===== src/rtl/vend_dispense_scheduler.sv =====
// vend_dispense_scheduler: coin credit, round-robin button arbitration, timed dispense, coin-by-coin change
// Ports: clk; reset (async, active-low); coin[1:0] one-cycle coin event (01=1 unit, 10=2 units, 11 invalid);
//   button1/button2/cancel level requests sampled in IDLE; product1/product2 dispense pulses;
//   coin_out[1:0] one-cycle coin return; busy high in DISPENSE/CHANGE; credit[3:0] held credit in units.
module vend_dispense_scheduler #(
  parameter int PRICE1      = 3,
  parameter int PRICE2      = 4,
  parameter int CREDIT_MAX  = 15,
  parameter int DISP_CYCLES = 4,
  parameter int TIMEOUT     = 64
) (
  input  logic       clk,
  input  logic       reset,
  input  logic [1:0] coin,
  input  logic       button1,
  input  logic       button2,
  input  logic       cancel,
  output logic       product1,
  output logic       product2,
  output logic [1:0] coin_out,
  output logic       busy,
  output logic [3:0] credit
);
  localparam int TW = $clog2(TIMEOUT);
  localparam int DW = $clog2(DISP_CYCLES + 1);
  localparam logic [3:0] P1 = 4'(PRICE1);
  localparam logic [3:0] P2 = 4'(PRICE2);
  localparam logic [TW-1:0] T_LAST = TW'(TIMEOUT - 1);
  localparam logic [DW-1:0] D_LAST = DW'(DISP_CYCLES - 1);
  typedef enum logic [1:0] {IDLE, DISPENSE, CHANGE} state_t;
  state_t state, state_n;
  logic [3:0] credit_n, acc, price;
  logic [TW-1:0] timer, timer_n;
  logic [DW-1:0] dcnt, dcnt_n;
  logic ptr, ptr_n, p1_n, p2_n, valid, fits, aff1, aff2, sel2;
  logic [1:0] coin_out_n, units;
  logic [4:0] sum;
  assign valid = coin == 2'b01 || coin == 2'b10;
  assign units = coin == 2'b01 ? 2'd1 : coin == 2'b10 ? 2'd2 : 2'd0;
  assign sum   = {1'b0, credit} + {3'b0, units};
  assign fits  = valid && sum <= 5'(CREDIT_MAX);
  assign acc   = fits ? sum[3:0] : credit;
  assign aff1  = button1 && credit >= P1;
  assign aff2  = button2 && credit >= P2;
  // ptr=0 favours button1; only consulted when both requests are affordable
  assign sel2  = aff1 && aff2 ? ptr : aff2;
  assign price = sel2 ? P2 : P1;
  always_comb begin
    state_n    = state;
    credit_n   = credit;
    p1_n       = 1'b0;
    p2_n       = 1'b0;
    coin_out_n = 2'b00;
    timer_n    = timer;
    ptr_n      = ptr;
    dcnt_n     = dcnt;
    unique case (state)
      IDLE: begin
        if (aff1 || aff2) begin
          // after paying the price a valid coin always fits, so only 11 is echoed here
          state_n    = DISPENSE;
          credit_n   = credit - price + {2'b0, units};
          coin_out_n = coin == 2'b11 ? 2'b01 : 2'b00;
          p1_n       = !sel2;
          p2_n       = sel2;
          dcnt_n     = '0;
          timer_n    = '0;
          ptr_n      = aff1 && aff2 ? !ptr : ptr;
        end else begin
          credit_n   = acc;
          coin_out_n = coin == 2'b11 ? 2'b01 : valid && !fits ? coin : 2'b00;
          timer_n    = fits || button1 || button2 || cancel || credit == 4'd0 ? '0 : timer + 1'b1;
          if ((cancel && acc != 4'd0) || (timer == T_LAST && credit != 4'd0)) begin
            state_n = CHANGE;
            timer_n = '0;
          end
        end
      end
      DISPENSE: begin
        p1_n   = dcnt == D_LAST ? 1'b0 : product1;
        p2_n   = dcnt == D_LAST ? 1'b0 : product2;
        dcnt_n = dcnt == D_LAST ? dcnt : dcnt + 1'b1;
        if (dcnt == D_LAST) state_n = credit != 4'd0 ? CHANGE : IDLE;
      end
      CHANGE: begin
        coin_out_n = credit >= 4'd2 ? 2'b10 : {1'b0, credit[0]};
        credit_n   = credit >= 4'd2 ? credit - 4'd2 : 4'd0;
        state_n    = credit <= 4'd2 ? IDLE : CHANGE;
      end
      default: state_n = IDLE;
    endcase
  end
  always_ff @(posedge clk or negedge reset) begin
    if (!reset) begin
      state    <= IDLE;
      credit   <= '0;
      product1 <= 1'b0;
      product2 <= 1'b0;
      coin_out <= 2'b00;
      busy     <= 1'b0;
      timer    <= '0;
      ptr      <= 1'b0;
      dcnt     <= '0;
    end else begin
      state    <= state_n;
      credit   <= credit_n;
      product1 <= p1_n;
      product2 <= p2_n;
      coin_out <= coin_out_n;
      busy     <= state_n != IDLE;
      timer    <= timer_n;
      ptr      <= ptr_n;
      dcnt     <= dcnt_n;
    end
  end
endmodule

===== config.mk =====
export PLATFORM = sky130hd
export DESIGN_NAME = vend_dispense_scheduler
export DESIGN_NICKNAME = d
export VERILOG_FILES = /design/src/rtl/vend_dispense_scheduler.sv
export SDC_FILE = /design/constraint.sdc
export NUM_CORES = 1
export LEC_CHECK = 0
export ABC_AREA = 1
export BUFFER_PORTS_ARGS = -buffer_cell sky130_fd_sc_hd__buf_2
export CORE_AREA = 2 2 63 65
export DETAILED_ROUTE_END_ITERATION = 8
export DIE_AREA = 0 0 65 67
export GPL_TIMING_DRIVEN = 1
export HOLD_SLACK_MARGIN = 0.12
export SYNTH_ARGS = -nofsm -noshare
export SYNTH_HDL_FRONTEND = slang
export SYNTH_SLANG_ARGS = --single-unit

===== constraint.sdc =====
create_clock -name clk -period 3.3 [get_ports clk]
set_clock_uncertainty 0.1 [all_clocks]
set_input_delay 0.495 -clock clk [delete_from_list [all_inputs] [get_ports clk]]
set_output_delay 0.495 -clock clk [all_outputs]
set_load 0.01 [all_outputs]

# Yosys cells after proc, flatten, opt, wreduce, memory -nomap -nowiden

Cells that the tools add are included.

Bits in registers: 21
Latch bits: 0
Memory bits (writable): 0
Bits in read-only memories: 0
Input port bits: 7
Output and inout bits: 9
Word-level logic and storage cells: 87
Memories: 0

$add $sub $neg: 6
$mul: 0
Divide/modulo/power cells: 0
Magnitude comparators: 5
Eq/ne operators: 10
Shift operators: 0
Muxes and demuxes: 31
Bitwise operators: 0
Reduce and logical (&&, ||, !) cells: 26

Operators by type and width:

| operator                                                          | count |
|---|---|
| 2-to-1 mux 2 bit                                                  | 11 |
| 2-to-1 mux 6 bit                                                  | 3 |
| 2-to-1 mux 4 bit                                                  | 3 |
| 2-to-1 mux 3 bit                                                  | 3 |
| greater-or-equal comparator 4 x 2 -> 1 bit, second input constant | 2 |
| case mux 4 bit (2 select lines)                                   | 1 |
| nonzero test 4 bit                                                | 2 |
| logical AND 1 bit                                                 | 7 |
| logical OR 1 bit                                                  | 7 |
| adder 6 x 1 -> 6 bit, second input constant                       | 1 |
| equality test 2 bit, second input constant                        | 3 |
| equality test 6 bit, second input constant                        | 1 |
| inequality test 2 bit, second input constant                      | 3 |
| case mux 2 bit (3 select lines)                                   | 1 |
| case mux 3 bit (2 select lines)                                   | 1 |
| AND reduction 3 bit                                               | 2 |
| nonzero test 2 bit                                                | 3 |
| adder 4 x 2 -> 5 bit                                              | 1 |
| <= comparator 5 x 4 -> 1 bit, second input constant               | 1 |
| 2-to-1 mux 1 bit                                                  | 5 |
| adder 4 x 2 -> 4 bit                                              | 1 |
| equality test 2 x 1 -> 1 bit, second input constant               | 2 |
| greater-or-equal comparator 4 x 3 -> 1 bit, second input constant | 1 |
| <= comparator 4 x 2 -> 1 bit, second input constant               | 1 |
| 9 further kinds                                                   | 12 |

# Logic depth before layout (Yosys ltp)

Gate-level depths: netlist of run 1.

Word-level depth: 14
Depth in mapped cells: 14
Gate-level depth less buffers: 13

# Worst setup path after synthesis of run 1

Ideal clock, no wire load.

Path kind: reg2reg
Start point: register credit[2]
End point: register credit[3]
Library setup time: 0.120 ns
Arrival: 2.381 ns
Required time: 3.080 ns
Slack: 0.699 ns
Stages on the path, launching flop included: 14
Buffers on the path: 1
Period minus slack after synthesis: 2.601 ns
Path through: dfrtp_1 buf_4 nor2_8 nor2_2 o21ai_0 fa_1 inv_1 ha_1 nand2_1 nor2_1 a211oi_1 inv_1 o21ai_1 nand2_1

Longest elaborated chain between the ends: 9
Elaborated cells on any way between the ends: 19
Classes of those cells: 4 x add/sub; 4 x order compare; 6 x mux; 5 x reduce/logical

RTL lines:

| item                                                                                                     | line   | RTL |
|---|---|---|
| from (decl)                                                                                              | 22     | `output logic [3:0] credit` |
| from (signal assigned)                                                                                   | 106    | `credit <= credit_n;` |
| greater-or-equal comparator 4 x 2 -> 1 bit or greater-or-equal comparator 4 x 3 -> 1 bit (tied branches) | 43, 44 |  |
| logical AND 1 bit, on equally long branches                                                              | 43, 44 |  |
| logical AND 1 bit                                                                                        | 46     | `assign sel2 = aff1 && aff2 ? ptr : aff2;` |
| 2-to-1 mux 1 bit                                                                                         | 46     |  |
| 2-to-1 mux 3 bit                                                                                         | 47     | `assign price = sel2 ? P2 : P1;` |
| subtractor 4 x 3 -> 4 bit                                                                                | 62     | `credit_n = credit - price + {2'b0, units};` |
| adder 4 x 2 -> 4 bit                                                                                     | 62     |  |
| 2-to-1 mux 4 bit                                                                                         | 59     | `if (aff1 \|\| aff2) begin` |
| case mux 4 bit (2 select lines) (*)                                                                      | 57     | `unique case (state)` |

Mark *: on every way between the ends. The rest lies on a longest branch, timed or not.
A chain may end at the register's enable or synchronous reset.

# Worst setup path in the final report of run 1

Start point: register credit[3]
End point: register credit[3]

Same word-level chain as after synthesis.

==> metrics.log, run 1 <==
INFO  metric clkSinkCount = 21
INFO  metric post_drt_wl_per_cell = 12.6 um
INFO  metric synth-seq-area-share = around 33%
INFO  metric via_per_inst = between 4 and 5
INFO  metric floorplan.die_area = 4360 um2
INFO  metric grt_max_degree = 22
INFO  metric rr_startpoint = credit[3]
INFO  metric tightestPinTransition = 0.705 ns
INFO  metric run_status = completed
INFO  metric netlist_instances = between 150 and 200
INFO  metric static-leakage-power = 0.866 nW
INFO  metric gp_congestion = 0.858
INFO  metric number_of_antenna_violations_at_the_first_check_in_global_routing = 0
INFO  metric drt_pre_antenna_iters = 4
INFO  metric max-slew-margin-rel = 52.5%
INFO  metric num_io_pins = 16
INFO  metric setup.worst_path.end_class = flop
INFO  metric top_cells_by_area_synth = sky130_fd_sc_hd__dfrtp_1 33%, sky130_fd_sc_hd__ha_1 12%, sky130_fd_sc_hd__nand2_1 8.1%
INFO  metric finish.net_count = 230
INFO  metric timing.critical_path.cells = nor2_8, nor2_2, o21ai_0, fa_1, inv_1, ha_1, nand2_1, nor2_1, a211oi_1, inv_1, o21ai_1, nand2_1
INFO  metric syn_avg_cell_area = 8.54 um2
INFO  metric syn2layout_area_growth = 11.3%
INFO  metric netlist.top_cell.by_area = sky130_fd_sc_hd__dfrtp_1
INFO  metric cts-buffers-inserted = 3
INFO  metric yosys_warnings = 0
INFO  metric die_y = 67 um
INFO  metric global_route_usage_over_all_layers = between 15 and 20%
INFO  metric worstHoldPathType = flop to flop
INFO  metric synth_flop_cell = sky130_fd_sc_hd__dfrtp_1
INFO  metric cts-htree-levels = 1
INFO  metric max-clock-path-buffers = 2
INFO  metric place.detailed.hpwl = 2610 um
INFO  metric total_routed_wirelength = 3180 um
INFO  metric achievable-frequency = 0.339 GHz
INFO  metric power.density = 811 nW/um2
INFO  metric detail_route.drc_violations = 0
INFO  metric detailroute.via_count = 1259
INFO  metric critical_path.startpoint = credit[3]
INFO  metric min_from = ptr
INFO  metric synth.distinct_cells = 38
INFO  metric clkLatencyLatePin = roughly 0.26 ns
INFO  metric drive_above_1_share = 20.6%
INFO  metric worst-endpoint-required = 3.35 ns
INFO  metric final_number_of_setup_violating_endpoints = 0
INFO  metric setup.worst_path.start_class = flop
INFO  metric antenna_left = 0
INFO  metric timing.setup.tns = 0 ns
INFO  metric grt.overflow.total = 0
INFO  metric grt_first_pass_wirelength = 5370 um
INFO  metric io_buffer_count = 15
INFO  metric arrival = 3.00 ns
INFO  metric finalWorstPathRequiredPeriod = between 2 and 3 ns
INFO  metric number_of_diodes_added_for_antenna_fixing = 0
INFO  metric worst_ir_drop_vdd = about 300 uV
INFO  metric final_cycle_utilization_of_the_critical_path = 89.4%
INFO  metric cts_tree = done
INFO  metric grt_pass1_vias = 1204
INFO  metric synth_most_common_cell = sky130_fd_sc_hd__nand2_1
INFO  metric synth-edff-count = 0
INFO  metric async_reset_ff_share = 100%
INFO  metric synth.ff_latch_count = 21
INFO  metric maxCapViolations = 0
INFO  metric synthesis.area = 1580 um2
INFO  metric clkTransAtPathRegs = 0.08 ns
INFO  metric initial_utilization = 43.8%
INFO  metric iteration_0_drc_count_of_the_detailed_router = 30
INFO  metric rows = 22
INFO  metric mappedNetlistNets = 210
INFO  metric timing_hold_violations_final = 0
INFO  metric cts_setup_buffers = 0
INFO  metric grt_setup_unrepaired = false
INFO  metric critPathKind = flop to flop
INFO  metric finalMaxSlewViolations = 0
INFO  metric ys_top_cells_by_count = 34 x sky130_fd_sc_hd__nand2_1, 28 x sky130_fd_sc_hd__inv_1, 21 x sky130_fd_sc_hd__dfrtp_1, 15 x sky130_fd_sc_hd__ha_1, 15 x sky130_fd_sc_hd__nand3_1
INFO  metric p_total = 0.00142 W
INFO  metric critPathSlowestCell = sky130_fd_sc_hd__dfrtp_1
INFO  metric die_x = 65 um
INFO  metric root_buffer = sky130_fd_sc_hd__clkbuf_8
INFO  metric max_stage_delay = 0.68 ns
INFO  metric core_area = 3610 um2
INFO  metric fillerInstances = between 300 and 400
INFO  metric netlist.area_leader.share = about a third
INFO  metric worstPathMaxFanout = 10
==> cells in the final DEF (no fill, tap or decap), drive strengths merged <==
| cell type | n |
|---|---|
| fa | 3 |
| a21oi | 3 |
| or2 | 2 |
| buf | 16 |
| nand2 | 39 |
| a31oi | 2 |
| a32o | 1 |
| inv | 33 |
| nor3 | 4 |
| a211oi | 1 |
| nor2 | 10 |
| nand3b | 1 |
| o22ai | 6 |
| o31ai | 2 |
| o21ai | 10 |
| ha | 15 |
| a22o | 1 |
| clkbuf | 4 |
| o211ai | 2 |
| dlygate4sd3 | 1 |
| xor2 | 3 |
| xnor2 | 5 |
| dfrtp | 21 |
| nand3 | 16 |
| nand4 | 2 |
| clkinv | 1 |
==> cell families (layout without fill, tap and decap cells) <==
group	count (synthesis)	after routing	share of synthesized area, %
compound gates	28	28	13.2
xor+xnor	8	8	4.44
fa+ha+maj	18	18	15.7
buf+inv	36	55	9.27
flops	21	21	33.3
simple gates	74	74	24.1
==> path summary, 6_finish.rpt <==
kind	depth (start not counted)	slack, ns	endpoint
worst max-delay path	12	0.35	credit[3]
worst min-delay path	1	0.38	ptr
worst max register to register	12	0.35	credit[3]
worst min register to register	1	0.38	ptr
max in group asynchronous	2	2.15	product2
min in group asynchronous	2	0.62	dcnt[1]
==> stage by stage <==
step	instance area (um2)	worst slack, ns	std cells	hold WS, ns	utilization (%)
final	1760	0.349	252	0.380	48.8
after CTS	1760	0.357	252	0.386	48.8
after global placement	1700	0.499	247	0.369	47.2
after floorplan	1580	0.699	185	0.0994	-
after detailed placement	1700	0.368	247	0.373	47.2
after global routing	1760	0.0433	252	0.404	48.8
==> worst max-delay path, delay by kind of cell (launching register included) <==
| family | cells | cell delay (ns) |
|---|---|---|
| simple gates | 5 | 0.40 |
| buf+inv | 2 | 0.14 |
| flops | 1 | 0.68 |
| fa+ha+maj | 2 | 0.92 |
| compound gates | 3 | 0.61 |
==> layout make-up <==
type	count	area (um2)	share of cell area, %
clock buffer	4	45.0	2.56
timing repair buffer	17	92.6	5.27
inverter	34	128	7.26
sequential	21	526	29.9
tap	48	60.1	3.42
multi-input combinational	128	907	51.6
==> layer usage <==
layer | up-vias | track usage, % | wire length (um)
li1 | 641 | - | -
met3 | 0 | 2.87 | 116
met4 | 0 | 2.39 | 0
met1 | 594 | 20.7 | 1500
met2 | 24 | 28.5 | 1560
met5 | - | 0 | 0
==> state kept, by name, summed over array words and instances, names as in the netlist, 2 cells and up <==
register	count
timer	6
credit	4
coin_out	2
state	2
dcnt	3
==> where the power goes <==
group | leakage, nW | total, W | switching [W] | internal (W)
clock network | 0.0228 | 0.000167 | 0.0000813 | 0.0000859
registers | 0.270 | 0.000444 | 0.000102 | 0.000341
logic | 0.573 | 0.000814 | 0.000486 | 0.000328
total | 0.866 | 0.00142 | 0.000670 | 0.000755
==> repair_timing <==
item | in CTS | in global routing
hold buffers | 1 | 0
endpoints found under the setup margin | 0 | 0
resized for setup | 0 | 0
endpoints found under the hold margin | 21 | 0
Power figures use the tool's default switching activity.
==> inputs of run 2 (changes only) <==
RECOVER_POWER = 25   (was default)
==> metrics.log, run 2 (synthesis gave the netlist of run 1 again) <==
INFO  metric floorplan.die_area = 4360 um2 (unchanged)
INFO  metric number_of_diodes_added_for_antenna_fixing = 0 (unchanged)
INFO  metric timing.critical_path.cells = nor2_8, nor2_2, o21ai_0, fa_1, inv_1, ha_1, nand2_1, nor2_1, a211oi_1, inv_1, o21ai_1, nand2_1
INFO  metric largest_register = timer
INFO  metric number_of_antenna_violations_at_the_first_check_in_global_routing = 0 (unchanged)
INFO  metric layout.cell_area.non_filler = 1760 um2 (about the same)
INFO  metric max_stage_delay = 0.68 ns (about the same)
INFO  metric power.density = 811 nW/um2 (about the same)
INFO  metric timing.critical_path.buf_inv = 2 (unchanged)
INFO  metric max-clock-path-buffers = 2 (unchanged)
INFO  metric final.hold.worst_slack = 0.380 ns (+0.00000500 ns)
INFO  metric clkSinkCount = 21 (unchanged)
INFO  metric run_status = completed
INFO  metric cp_num_cells = 12 (unchanged)
INFO  metric total_routed_wirelength = 3180 um (about the same)
INFO  metric worst_ir_drop_vdd = 304 uV (about the same)
INFO  metric drt_pre_antenna_iters = 4 (unchanged)
INFO  metric antenna_left = 0 (unchanged)
INFO  metric cpLargestDelayFamily = adder cells
INFO  metric worst-endpoint-required = 3.35 ns (about the same)
INFO  metric root_buffer = sky130_fd_sc_hd__clkbuf_8
INFO  metric placedInstanceArea = 1700 um2 (unchanged)
INFO  metric detail_route.drc_violations = 0 (unchanged)
INFO  metric multi_input_comb_area = 907 um2 (unchanged)
INFO  metric cts-buffers-inserted = 3 (unchanged)
INFO  metric setup.worst_path.end_class = flop
INFO  metric grt.overflow.total = 0 (unchanged)
INFO  metric cts-htree-levels = 1 (unchanged)
INFO  metric final_util = 48.7% (about the same)
INFO  metric tightestPinTransition = 1.15 ns (+0.446 ns)
INFO  metric post_drt_wl_per_cell = 12.6 um (about the same)
INFO  metric detailroute.via_count = 1260 (+0.079%)
INFO  metric initial_utilization = 43.8% (unchanged)
INFO  metric grt_pass1_vias = 1204 (unchanged)
INFO  metric grt_first_pass_wirelength = 5370 um (unchanged)
INFO  metric global_route_usage_over_all_layers = 16.0% (unchanged)
INFO  metric layout.cells.most_common = sky130_fd_sc_hd__nand2_1
INFO  metric finalWorstPathRequiredPeriod = 2.95 ns (unchanged)
INFO  metric rows = 22 (unchanged)
INFO  metric finalMaxSlewViolations = 0 (unchanged)
INFO  metric worst_r2r_path_depth = 12 (unchanged)
INFO  metric cts_tree = done
INFO  metric clkTransAtPathRegs = 0.08 ns (about the same)
INFO  metric worstPathMaxFanout = 10 (unchanged)
INFO  metric holdBufCountCts = 1 (unchanged)
INFO  metric cts_setup_buffers = 0 (unchanged)
INFO  metric via_per_inst = 5.00 (about the same)
INFO  metric place.detailed.hpwl = 2610 um (unchanged)
INFO  metric io_buffer_count = 15 (unchanged)
INFO  metric core_area = 3610 um2 (unchanged)
INFO  metric timing_hold_violations_final = 0 (unchanged)
INFO  metric maxCapViolations = 0 (unchanged)
INFO  metric die_x = 65 um (unchanged)
INFO  metric clkLatencyLatePin = 0.26 ns (about the same)
INFO  metric die_y = 67 um (unchanged)
INFO  metric largest_reg_flops = 6 (unchanged)
INFO  metric worstHoldPathType = flop to flop
INFO  metric grt_setup_unrepaired = false
INFO  metric num_io_pins = 16 (unchanged)
INFO  metric iteration_0_drc_count_of_the_detailed_router = 30 (unchanged)
INFO  metric final_number_of_setup_violating_endpoints = 0 (unchanged)
INFO  metric final-seq-area = 526 um2 (unchanged)
INFO  metric drive_above_1_share = 20.1% (-0.49 points)
INFO  metric achievable-frequency = 0.339 GHz (unchanged)
INFO  metric grt_max_degree = 22 (unchanged)
INFO  metric largest_registers = timer (6), credit (4), dcnt (3)
INFO  metric cts_resized = 0 (unchanged)
INFO  metric timing.setup.tns = 0 ns (unchanged)
INFO  metric final_cycle_utilization_of_the_critical_path = 89.4% (unchanged)
INFO  metric commonest_cells_after_routing_fill_and_taps_aside = 34 x sky130_fd_sc_hd__nand2_1, 28 x sky130_fd_sc_hd__inv_1, 21 x sky130_fd_sc_hd__dfrtp_1
INFO  metric fillerInstances = 327 (-0.30%)
INFO  metric max-slew-margin-rel = 23.2% (-29 points)
INFO  metric finish.net_count = 230 (unchanged)
INFO  metric gp_congestion = 0.858 (unchanged)
INFO  metric critPathSlowestCell = sky130_fd_sc_hd__dfrtp_1
INFO  metric p_total = 0.00142 W (about the same)
INFO  metric worstHoldPathCells = 1 (unchanged)
INFO  metric setup.worst_path.start_class = flop
INFO  metric critPathKind = flop to flop
INFO  metric static-leakage-power = 0.863 nW (-0.32%)
INFO  metric arrival = 3.00 ns (about the same)
INFO  metric syn2layout_area_growth = 11.3% (about the same)
## run 2: changes by cell type in the layout (fill, tap and decap cells not counted), sizes merged
cell    before  now
clkbuf       4    5
buf         16   15
## run 2: metal layers
metal	routed length (um)	global-route usage [%]	up-vias	part of all wire, %
met5	0	0	-	0
met4	0	2.39	0	0
met3	116	2.87	0	3.7
met2	1560	28.5	24	49
met1	1500	20.7	595	47
li1	-	-	641	-
## run 2: worst paths after layout
check | to | start | slack, ns
setup / recovery | credit[3] | credit[3] | 0.35
hold / removal | ptr | ptr | 0.38
setup reg to reg | credit[3] | credit[3] | 0.35
hold reg to reg | ptr | ptr | 0.38
max in group asynchronous | product2 | reset | 1.53
min in group asynchronous | dcnt[1] | reset | 0.88
## run 2: final cells by class
class                   count  area share, %
clock buffers               4           2.56
well taps                  48           3.42
inverters                  34           7.26
multi-input cells         128           51.6
repair buffers             17           5.20
flip-flops and latches     21           29.9
## run 2: worst register-to-register path, cell delays in order, from the launching register on
cell,delay (ns)
sky130_fd_sc_hd__dfrtp_1,0.68
sky130_fd_sc_hd__nor2_8,0.08
sky130_fd_sc_hd__nor2_2,0.17
sky130_fd_sc_hd__o21ai_0,0.31
sky130_fd_sc_hd__fa_1,0.64
sky130_fd_sc_hd__inv_1,0.06
sky130_fd_sc_hd__ha_1,0.28
sky130_fd_sc_hd__nand2_1,0.06
sky130_fd_sc_hd__nor2_1,0.04
sky130_fd_sc_hd__a211oi_1,0.16
sky130_fd_sc_hd__inv_1,0.08
sky130_fd_sc_hd__o21ai_1,0.14
sky130_fd_sc_hd__nand2_1,0.06
## run 2: metrics by stage
stage / setup WS (ns) / cells
2_1_floorplan: 0.699 / 185
3_3_place_gp: 0.499 / 247
3_5_place_dp: 0.368 / 247
4_1_cts: 0.357 / 252
5_1_grt: 0.0433 / 252
6_report: 0.349 / 252
## run 2: report_power, final
part           leakage (nW)  total, W  internal [W]  switching, W
clock network        0.0228  0.000167     0.0000859     0.0000813
registers             0.270  0.000444      0.000341      0.000102
logic                 0.570  0.000814      0.000328      0.000486
